<file path="config.mk">
export PLATFORM = sky130hd
export DESIGN_NAME = mult16_3_slice
export DESIGN_NICKNAME = d
export VERILOG_FILES = /design/src/rtl/mult16_pkg.sv /design/src/rtl/mult2x2_cell.sv /design/src/rtl/mult16_3_slice.sv
export SDC_FILE = /design/constraint.sdc
export NUM_CORES = 1
export LEC_CHECK = 0
export BUFFER_PORTS_ARGS = -buffer_cell sky130_fd_sc_hd__buf_2
export CAP_MARGIN = 20
export CORE_AREA = 4 4 41 43
export DETAILED_ROUTE_END_ITERATION = 10
export DIE_AREA = 0 0 45 47
export GPL_TIMING_DRIVEN = 0
export MAX_ROUTING_LAYER = met4
export PLACE_DENSITY = 0.44
export SLEW_MARGIN = 25
export SYNTH_ARGS = -nofsm -noshare
export SYNTH_HDL_FRONTEND = slang
export SYNTH_SLANG_ARGS = --single-unit
</file>
<file path="constraint.sdc">
create_clock -name clk -period 2.2 [get_ports clk]
set_input_delay 0.22 -clock clk [delete_from_list [all_inputs] [get_ports clk]]
set_output_delay 0.22 -clock clk [all_outputs]
set_load 0.05 [all_outputs]
</file>
<file path="src/rtl/mult16_pkg.sv">
// ---------------------------------------------------------------------------
// mult16_pkg
// Shared definitions for the slices of the partitioned 16x16 multiplier.
//
// Contents:
//   SLICE_IN_W / SLICE_OUT_W : widths of one slice's input and output vectors
//   slice_in_t / slice_out_t : flat input and output vector types
//   slice_operands_t         : named view of the 7 slice inputs {a, b, c, cin},
//                              packed MSB-first in the same order as pi6..pi0
//   to_operands()            : reinterprets a flat input vector as operands
//   full_add()               : one-bit full adder, returns {carry, sum}
//   half_add()               : one-bit half adder, returns {carry, sum}
// ---------------------------------------------------------------------------
package mult16_pkg;

    localparam int SLICE_IN_W  = 7;
    localparam int SLICE_OUT_W = 4;

    // Operand widths inside one slice: 2x2 multiply plus a 2-bit addend.
    localparam int OPND_W = 2;

    typedef logic [SLICE_IN_W-1:0]  slice_in_t;
    typedef logic [SLICE_OUT_W-1:0] slice_out_t;

    // Field order matches the pin order pi6..pi0, so a plain cast works.
    typedef struct packed {
        logic [OPND_W-1:0] a;
        logic [OPND_W-1:0] b;
        logic [OPND_W-1:0] c;
        logic              cin;
    } slice_operands_t;

    function automatic slice_operands_t to_operands(input slice_in_t vec);
        return slice_operands_t'(vec);
    endfunction

    // Plain gate-level adders, kept as XOR/AND/OR so that an X on one
    // input only spreads to the bits that actually depend on it.
    function automatic logic [1:0] full_add(input logic x,
                                            input logic y,
                                            input logic ci);
        logic s;
        logic co;
        s  = x ^ y ^ ci;
        co = (x & y) | (x & ci) | (y & ci);
        return {co, s};
    endfunction

    function automatic logic [1:0] half_add(input logic x,
                                            input logic y);
        return {x & y, x ^ y};
    endfunction

endpackage

</file>
<file path="src/rtl/mult2x2_cell.sv">
// ---------------------------------------------------------------------------
// mult2x2_cell
// Combinational 2x2 unsigned multiplier producing a 4-bit product.
// Built from four AND-gate partial products and two half adders.
//
// Ports:
//   a [1:0] in  : multiplicand
//   b [1:0] in  : multiplier
//   p [3:0] out : product a*b (maximum 9)
// ---------------------------------------------------------------------------
module mult2x2_cell
    import mult16_pkg::*;
(
    input  logic [OPND_W-1:0]      a,
    input  logic [OPND_W-1:0]      b,
    output logic [SLICE_OUT_W-1:0] p
);

    logic       pp00;
    logic       pp10;
    logic       pp01;
    logic       pp11;
    logic [1:0] ha_col1;
    logic [1:0] ha_col2;

    // Partial products: ppXY = a[X] & b[Y].
    // Column 1 sums the two middle partial products; its carry joins
    // a[1]&b[1] in column 2, and that half adder's carry is bit 3.
    always_comb begin
        pp00    = a[0] & b[0];
        pp10    = a[1] & b[0];
        pp01    = a[0] & b[1];
        pp11    = a[1] & b[1];
        ha_col1 = half_add(pp10, pp01);
        ha_col2 = half_add(pp11, ha_col1[1]);
        p       = {ha_col2[1], ha_col2[0], ha_col1[0], pp00};
    end

endmodule

</file>
<file path="src/rtl/mult16_3_slice.sv">
// ---------------------------------------------------------------------------
// mult16_3_slice
// Registered 7-input / 4-output slice of the partitioned 16x16 multiplier.
// Computes sum = a*b + c + cin on 2-bit unsigned operands (max 13, so the
// 4-bit result never overflows) and presents it one clock later.
//
// Parameters:
//   REGISTER_OUT : 1 = output registered (1-cycle latency, reset active)
//                  0 = output combinational, clk and rst_n unused
//
// Ports:
//   clk        in  : system clock, rising edge
//   rst_n      in  : synchronous active-low reset, clears the output register
//   pi6, pi5   in  : a[1], a[0]   multiplicand
//   pi4, pi3   in  : b[1], b[0]   multiplier
//   pi2, pi1   in  : c[1], c[0]   addend
//   pi0        in  : cin          carry-in
//   po3..po0   out : sum[3..0]
// ---------------------------------------------------------------------------
module mult16_3_slice
    import mult16_pkg::*;
#(
    parameter int REGISTER_OUT = 1
) (
    input  logic clk,
    input  logic rst_n,
    input  logic pi6,
    input  logic pi5,
    input  logic pi4,
    input  logic pi3,
    input  logic pi2,
    input  logic pi1,
    input  logic pi0,
    output logic po3,
    output logic po2,
    output logic po1,
    output logic po0
);

    slice_in_t       pi_vec;
    slice_operands_t ops;
    slice_out_t      product;
    slice_out_t      addend;
    slice_out_t      sum_comb;
    slice_out_t      po_vec;

    assign pi_vec = {pi6, pi5, pi4, pi3, pi2, pi1, pi0};
    assign ops    = to_operands(pi_vec);

    mult2x2_cell u_mult2x2_cell (
        .a (ops.a),
        .b (ops.b),
        .p (product)
    );

    assign addend = {{(SLICE_OUT_W-OPND_W){1'b0}}, ops.c};

    // Ripple-carry adder: product + addend + cin. The carry out of the top
    // bit is always zero for legal inputs, so it is simply not kept.
    always_comb begin
        logic       carry;
        logic [1:0] fa;
        carry    = ops.cin;
        sum_comb = '0;
        for (int i = 0; i < SLICE_OUT_W; i++) begin
            fa          = full_add(product[i], addend[i], carry);
            sum_comb[i] = fa[0];
            carry       = fa[1];
        end
    end

    generate
        if (REGISTER_OUT != 0) begin : g_reg
            slice_out_t po_d;
            slice_out_t po_q;

            always_comb begin
                po_d = sum_comb;
            end

            // Reset wins over the data so a result pending during reset
            // is dropped rather than emerging afterwards.
            always_ff @(posedge clk) begin
                if (!rst_n) begin
                    po_q <= '0;
                end else begin
                    po_q <= po_d;
                end
            end

            assign po_vec = po_q;
        end else begin : g_comb
            assign po_vec = sum_comb;
        end
    endgenerate

    assign {po3, po2, po1, po0} = po_vec;

endmodule

</file>
Word-level counts from Yosys, hierarchy flattened
Index checks and enable logic that the tools add are counted.
{"block": "totals", "input_bits": 9, "out_inout_bits": 4, "regBits": 4}
{"block": "op_classes", "bitwise": 25}
{"operator": "$and 1x1->1", "count": 13}
{"operator": "$xor 1x1->1", "count": 8}
{"operator": "$or 1x1->1", "count": 4}

Longest topological paths before layout
Gate-level depths: netlist of run 1.
{"block": "depth", "word_depth": 9, "mapped_depth": 6, "ltp_nobuf": 6}

By module
A second synthesis of run 1 with hierarchy kept.
{"block": "hier_totals", "cells_unflattened": 23, "area_unflattened_um2": 239.0}
{"mod": "mult16_3_slice", "cells_per_inst": 16, "instances": 1, "area_each_um2": 181.4}
{"mod": "mult2x2_cell", "cells_per_inst": 7, "instances": 1, "area_each_um2": 57.6}

Least setup slack after synthesis of run 1
Ideal clock, no wire load.
{"block": "synth_timing", "kind": "input-to-reg", "from": "input port pi3", "to": "register g_reg.po_q[2]", "setup_slack_ns": 0.362, "required_ns": 2.084, "cell_stages": 6, "setup_ns": 0.116, "arrival_ns": 1.722, "path_cell_list": "and2_1 > ha_1 > inv_1 > fa_1 > fa_1 > and2b_2"}
{"block": "synth_via", "elab_chain_cells": 8, "elab_cells_between_ends": 15, "cone_classes": "15 x bitwise"}
{"item": "from (decl)", "line": "mult16_3_slice.sv:30", "source": "input logic pi3,"}
{"item": "$and 1x1->1", "line": "mult2x2_cell.sv:30", "source": "pp00 = a[0] & b[0];"}
{"item": "$and 1x1->1", "line": "mult16_pkg.sv:45", "source": "co = (x & y) | (x & ci) | (y & ci);"}
{"item": "$or 1x1->1 (2 in series)", "line": "mult16_pkg.sv:45"}
{"item": "$and 1x1->1", "line": "mult16_pkg.sv:45"}
{"item": "$or 1x1->1 (2 in series)", "line": "mult16_pkg.sv:45"}
{"item": "$xor 1x1->1 (*)", "line": "mult16_pkg.sv:44", "source": "s = x ^ y ^ ci;"}
{"item": "to (signal assigned)", "line": "mult16_3_slice.sv:87", "source": "po_q <= po_d;"}
{"item": "to (decl)", "line": "mult16_3_slice.sv:75", "source": "slice_out_t po_q;"}
Every way passes the cells marked *; elsewhere a longest branch is shown, timed or not.
A chain may end at the register's enable or synchronous reset.

Final worst setup path of run 1
Ends and elaborated chain as after synthesis.

==> results of run 1 <==
worst paths after layout:
path | start | cells after the start | endpoint | slack, ns
setup / recovery | pi3 | 7 | g_reg.po_q[2] | 0.44
hold / removal | rst_n | 2 | g_reg.po_q[1] | 0.25
Yosys cell counts, drive strengths merged:
library cell	instances
ha	1
fa	3
nand2	1
and2b	3
and2	4
dfxtp	4
inv	4
layer usage:
metal	GRT usage [%]	share of wire, %	wire, um
met1	4.398	44	163
met2	5.367	33	124
met3	2.682	23	85
met4	7.018	0	0
met5	-	0	0
through the flow:
stage,utilization (%),cell area [um2],worst slack [ns]
floorplan,-,224.0,0.3618
global placement,23.27,302.8,0.2041
global route,25.00,325.3,0.3987
detailed placement,23.27,302.8,0.1904
finish,25.00,325.3,0.4401
CTS,25.00,325.3,0.4403
cell type report:
class                           instances  area share [%]
Multi-Input combinational cell         12           39.62
Inverter                                4           4.615
Clock buffer                            3           6.923
Sequential cell                         4           24.62
Tap cell                               15           5.769
Timing Repair Buffer                   12           18.46
logic make-up after synthesis:
logic type / Yosys count
simple gates: 8
flops: 4
buf+inv: 4
fa+ha+maj: 4
report_power, final:
part           total [W]  leakage, nW  switching [W]  internal (W)
logic          0.0000659        0.124      0.0000421     0.0000238
registers      0.0000818       0.0331     0.00000130     0.0000805
clock network  0.0000881       0.0138      0.0000273     0.0000608
==> out/results.tsv, run 1 <==
metric	value	unit
multi-input logic area	128.9	um2
Adder-Cell Fraction of Synth Area	32.40	%
Fin Hold WS	0.2464	ns
most common cell type on the critical path	fa_1	
Buf/Inv on CP	2	
commonest non-fill, non-tap cell in the layout	buf_2	
# IOs	13	
Starting DRT DRC Count	1	
Yosys cell types	8	
Top Registers	g_reg.po_q (4)	
drt first pass iters	2	
Reg with most FFs	g_reg.po_q	
arrival time worst endpoint	1.88	ns
vias in the first global route	169	
vias per inst	3.320	
synth top area cells	dfxtp_1 36%, fa_1 27%, and2b_2 12%	
Slew Viols, Final	0	
Num CTS Buffers	3	
FMAX	568.2	MHz
flip-flop and latch area	80.08	um2
Starting Density	17.21	%
CP Class	input pin to flip-flop	
largest family of logic cells by synthesized area	adder cells	
status	finished clean	
PwrDens	725.0	mW/mm2
crit-path cells	buf_2 > and2_1 > ha_1 > inv_1 > fa_1 > fa_1 > and2b_2	
Critical Path RT	2.32	ns
ratio of cells with drive above 1 in the final layout	54.29	%
CP max stage cell	fa_1	
Synth Area in Compound Gates	0	%
xor/xnor cell area share of the yosys netlist	0	%
total global-route track usage	4.680	%
Worst VDD drop	0.0001623	V
DRC viols	0	
final hold vios	0	
CORE AREA	0.001301	mm2
postcts setup bufs	0	
post-synthesis cell area	224.0	um2
final setup vio count	0	
Max-Cap Viols	0	
YS warnings	0	
slew margin rel.	83.46	%
Synth Area in Simple Gates	25.14	%
Synth top area share	35.75	%
hold-fix buffers at CTS	0	
CTS tree	done	
Final #Nets	50	
initial antenna violation count	0	
WL final	373	um
Crit. End Element	flip-flop	
PortBufs	12	
first-pass GRT wire length	607	um
largest net degree at the start of global routing	5	
Root Driver	clkbuf_4	
most frequent cells in the layout	12 x buf_2, 4 x inv_1, 4 x dfxtp_1	
clk slew on worst S/H paths	0.04	ns
number of fill cells	151	
synthesized instance count	20	
Total Power	0.0002358	W
slowest stage delay, CP	0.48	ns
Post-Syn Nets	33	
Die Span X	45	um
CTS H-tree lvls	1	
Clock Path Buffers	2	
Final ANT Viol Nets	0	
max FFs per register	4	
minimum clock period after layout	1.760	ns
Max FO, Critical Path	2	
Worst-Margin Slew	0.2498	ns
kind of cell adding the most delay to the critical path	adder cells	
Resized cells post-CTS	0	
Final Non-Filler Cells	50	
number of clock sinks	4	
GP Congestion	0.5740	
grt ovf	0	
Syn Area/Cell	11.20	um2
placed instance count	47	
routed len/inst	7.460	um
post-synthesis mux area share	0	%
hold crit path type	input pin to flip-flop	
startpoint types	input pin	
#FFs+latches synth	4	
unrepaired setup endpoints after global routing	no	
ant diodes	0	
Area Overhead vs Synth	45.25	%
period utilization	80.00	%
P_leak	0.1710	nW
Seq/Total Area, Yosys	35.75	%
dominant cell type by area after synthesis	dfxtp_1	
die footprint	0.002115	mm2
Fin Setup TNS	0	ns
# rows	13	
vias post-DR	166	
Die Y	47	um
Power figures use the tool's default switching activity.
==> inputs of run 2 (changes only) <==
--- a/config.mk
+++ b/config.mk
@@ -12,7 +12,7 @@
 export DIE_AREA = 0 0 45 47
 export GPL_TIMING_DRIVEN = 0
 export MAX_ROUTING_LAYER = met4
-export PLACE_DENSITY = 0.44
+export PLACE_DENSITY = 0.45
 export SLEW_MARGIN = 25
 export SYNTH_ARGS = -nofsm -noshare
 export SYNTH_HDL_FRONTEND = slang
==> constraint.sdc (replaced) <==
create_clock -name clk -period 1.4 [get_ports clk]
set_input_delay 0.14 -clock clk [delete_from_list [all_inputs] [get_ports clk]]
set_output_delay 0.14 -clock clk [all_outputs]
set_load 0.05 [all_outputs]
==> run 2 against run 1 <==
- the flow now finishes with violations (setup timing)
- worst hold slack worse by 0.075 ns
- via count increased by 2.4%
- clock power rose by 54%
- final area is 12% higher
- final cell count unchanged
- sequential cell count is the same
- critical endpoint unchanged
- largest power group unchanged
==> out/results.tsv, run 2 (synthesis gave the netlist of run 1 again) <==
metric	value	unit	change
CP Class	input pin to flip-flop		
failing checks	setup timing		
Flop pwr share	33.7	%	-1.0 points
DRC viols	0		unchanged
CTS H-tree lvls	1		unchanged
Final Non-Filler Cells	50		unchanged
Top Registers	g_reg.po_q (4)		
final hold vios	0		unchanged
Layout Utilization	27.98	%	+3.0 points
minimum clock period after layout	1.552	ns	
FMAX	644.1	MHz	
postcts setup bufs	0		unchanged
Die Y	47	um	unchanged
ant diodes	0		unchanged
Root Driver	clkbuf_4		
switching power	0.0001119	W	+58%
total global-route track usage	4.922	%	+0.24 points
vias per inst	3.400		+2.4%
crit-path cells	buf_6 > and2_4 > ha_4 > inv_2 > fa_2 > fa_1 > and2b_2		
unrepaired setup endpoints after global routing	yes		
Place WS	-0.4365	ns	-0.6269 ns
Worst VDD drop	0.0002766	V	+70%
period utilization	110.9	%	
Setup WS post-layout	-0.1525	ns	-0.5926 ns
flip-flop and latch area	80.08	um2	unchanged
max FFs per register	4		unchanged
Reg with most FFs	g_reg.po_q		
placed instance count	47		unchanged
WHS Path Cells	2		unchanged
hold crit path type	input pin to flip-flop		
# rows	13		unchanged
Buf/Inv on CP	2		unchanged
most frequent cells in the layout	9 x buf_2, 4 x dfxtp_1		
number of cells on the critical path	7		unchanged
startpoint types	input pin		
status	finished with violations		
switching share of power	29.32	%	-0.65 points
GP Congestion	0.5996		+4.5%
DP Area	305.3	um2	+0.83%
multi-input logic area	148.9	um2	+16%
Slew Viols, Final	0		unchanged
Worst-Margin Slew	0.2529	ns	+0.003122 ns
Max FO, Critical Path	2		unchanged
Starting Density	17.21	%	unchanged
clk slew on worst S/H paths	0.04	ns	about the same
first-pass GRT wire length	641	um	+5.6%
CORE AREA	0.001301	mm2	unchanged
Fin Setup TNS	-0.1525	ns	-0.1525 ns
drt first pass iters	2		unchanged
vias post-DR	170		+2.4%
slowest stage delay, CP	0.48	ns	about the same
CTS tree	done		
routed len/inst	7.740	um	+3.8%
PwrDens	1048	mW/mm2	+45%
slew margin rel.	83.25	%	-0.21 points
placed wire-length estimate	330.7	um	
P_leak	0.1785	nW	+4.4%
hold wc startpoint	rst_n		
Die Span X	45	um	unchanged
WL final	387	um	+3.8%
Starting DRT DRC Count	1		unchanged
Critical Path RT	1.52	ns	-0.80 ns
Clock Path Buffers	2		unchanged
initial antenna violation count	0		unchanged
post-route cell area	364.1	um2	+12%
Final #Nets	50		unchanged
Area Overhead vs Synth	62.57	%	
number of clock sinks	4		unchanged
ratio of cells with drive above 1 in the final layout	68.57	%	+14 points
number of fill cells	146		-3.3%
commonest non-fill, non-tap cell in the layout	buf_2		
Logic pwr share	30.6	%	+2.7 points
Max-Cap Viols	0		unchanged
grt ovf	0		unchanged
Crit. End Element	flip-flop		
# IOs	13		unchanged
final setup vio count	1		+1
Num CTS Buffers	3		unchanged
internal power	0.0002696	W	+63%
hold worst-path end	g_reg.po_q[1]		
kind of cell adding the most delay to the critical path	adder cells		
die footprint	0.002115	mm2	unchanged
CP max stage cell	fa_1		
Final ANT Viol Nets	0		unchanged
arrival time worst endpoint	1.67	ns	-0.21 ns
PortBufs	12		unchanged
largest net degree at the start of global routing	5		unchanged
clock network fraction of total power	35.7	%	-1.7 points
vias in the first global route	185		+9.5%
-- run 2: cell count changes in the layout (fill, tap and decap cells not counted), moves of 2 or more --
cell / before / now
and2_1: 3 / 1
and2_4: 0 / 2
buf_2: 12 / 9
buf_6: 0 / 3
-- run 2: worst max path at each step --
| stage | to | startpoint |
|---|---|---|
| final | g_reg.po_q[2] | pi5 |
| after global routing | g_reg.po_q[2] | pi5 |
| after CTS | g_reg.po_q[2] | pi5 |
| after detailed placement | g_reg.po_q[2] | pi3 |
| after global placement | g_reg.po_q[2] | pi3 |
| after floorplan | g_reg.po_q[2] | pi3 |
-- run 2: cell type report --
class	instances	area share, %
Clock buffer	3	6.186
Inverter	4	4.124
Multi-Input combinational cell	12	40.89
Sequential cell	4	21.99
Tap cell	15	5.155
Timing Repair Buffer	12	21.65
-- run 2: what timing repair did --
item | in CTS | in global routing
setup endpoints to repair | 2 | 2
hold buffers | 0 | 0
gates resized for setup | 6 | 1
-- run 2: routing by layer --
layer | vias up | routed length, um | track usage [%]
li1 | 87 | - | -
met1 | 70 | 158 | 4.850
met2 | 13 | 154 | 5.650
met3 | 0 | 74 | 2.682
met4 | 0 | 0 | 7.018
met5 | - | 0 | -
-- run 2: stage by stage --
step,hold WS (ns),power [W]
2_1_floorplan,0.2817,0.0002058
3_3_place_gp,0.4094,0.0002363
3_5_place_dp,0.4073,0.0002378
4_1_cts,0.1626,0.0003938
5_1_grt,0.1773,0.0004087
6_report,0.1717,0.0003815
-- run 2: power groups by stage --
stage	Sequential, W	Clock [W]	Combinational (W)
final	0.000129	0.000136	0.000117
after global routing	0.000129	0.000150	0.000129
after CTS	0.000129	0.000148	0.000118
after detailed placement	0.000130	0	0.000108
after global placement	0.000130	0	0.000106
after floorplan	0.000174	0	0.0000320
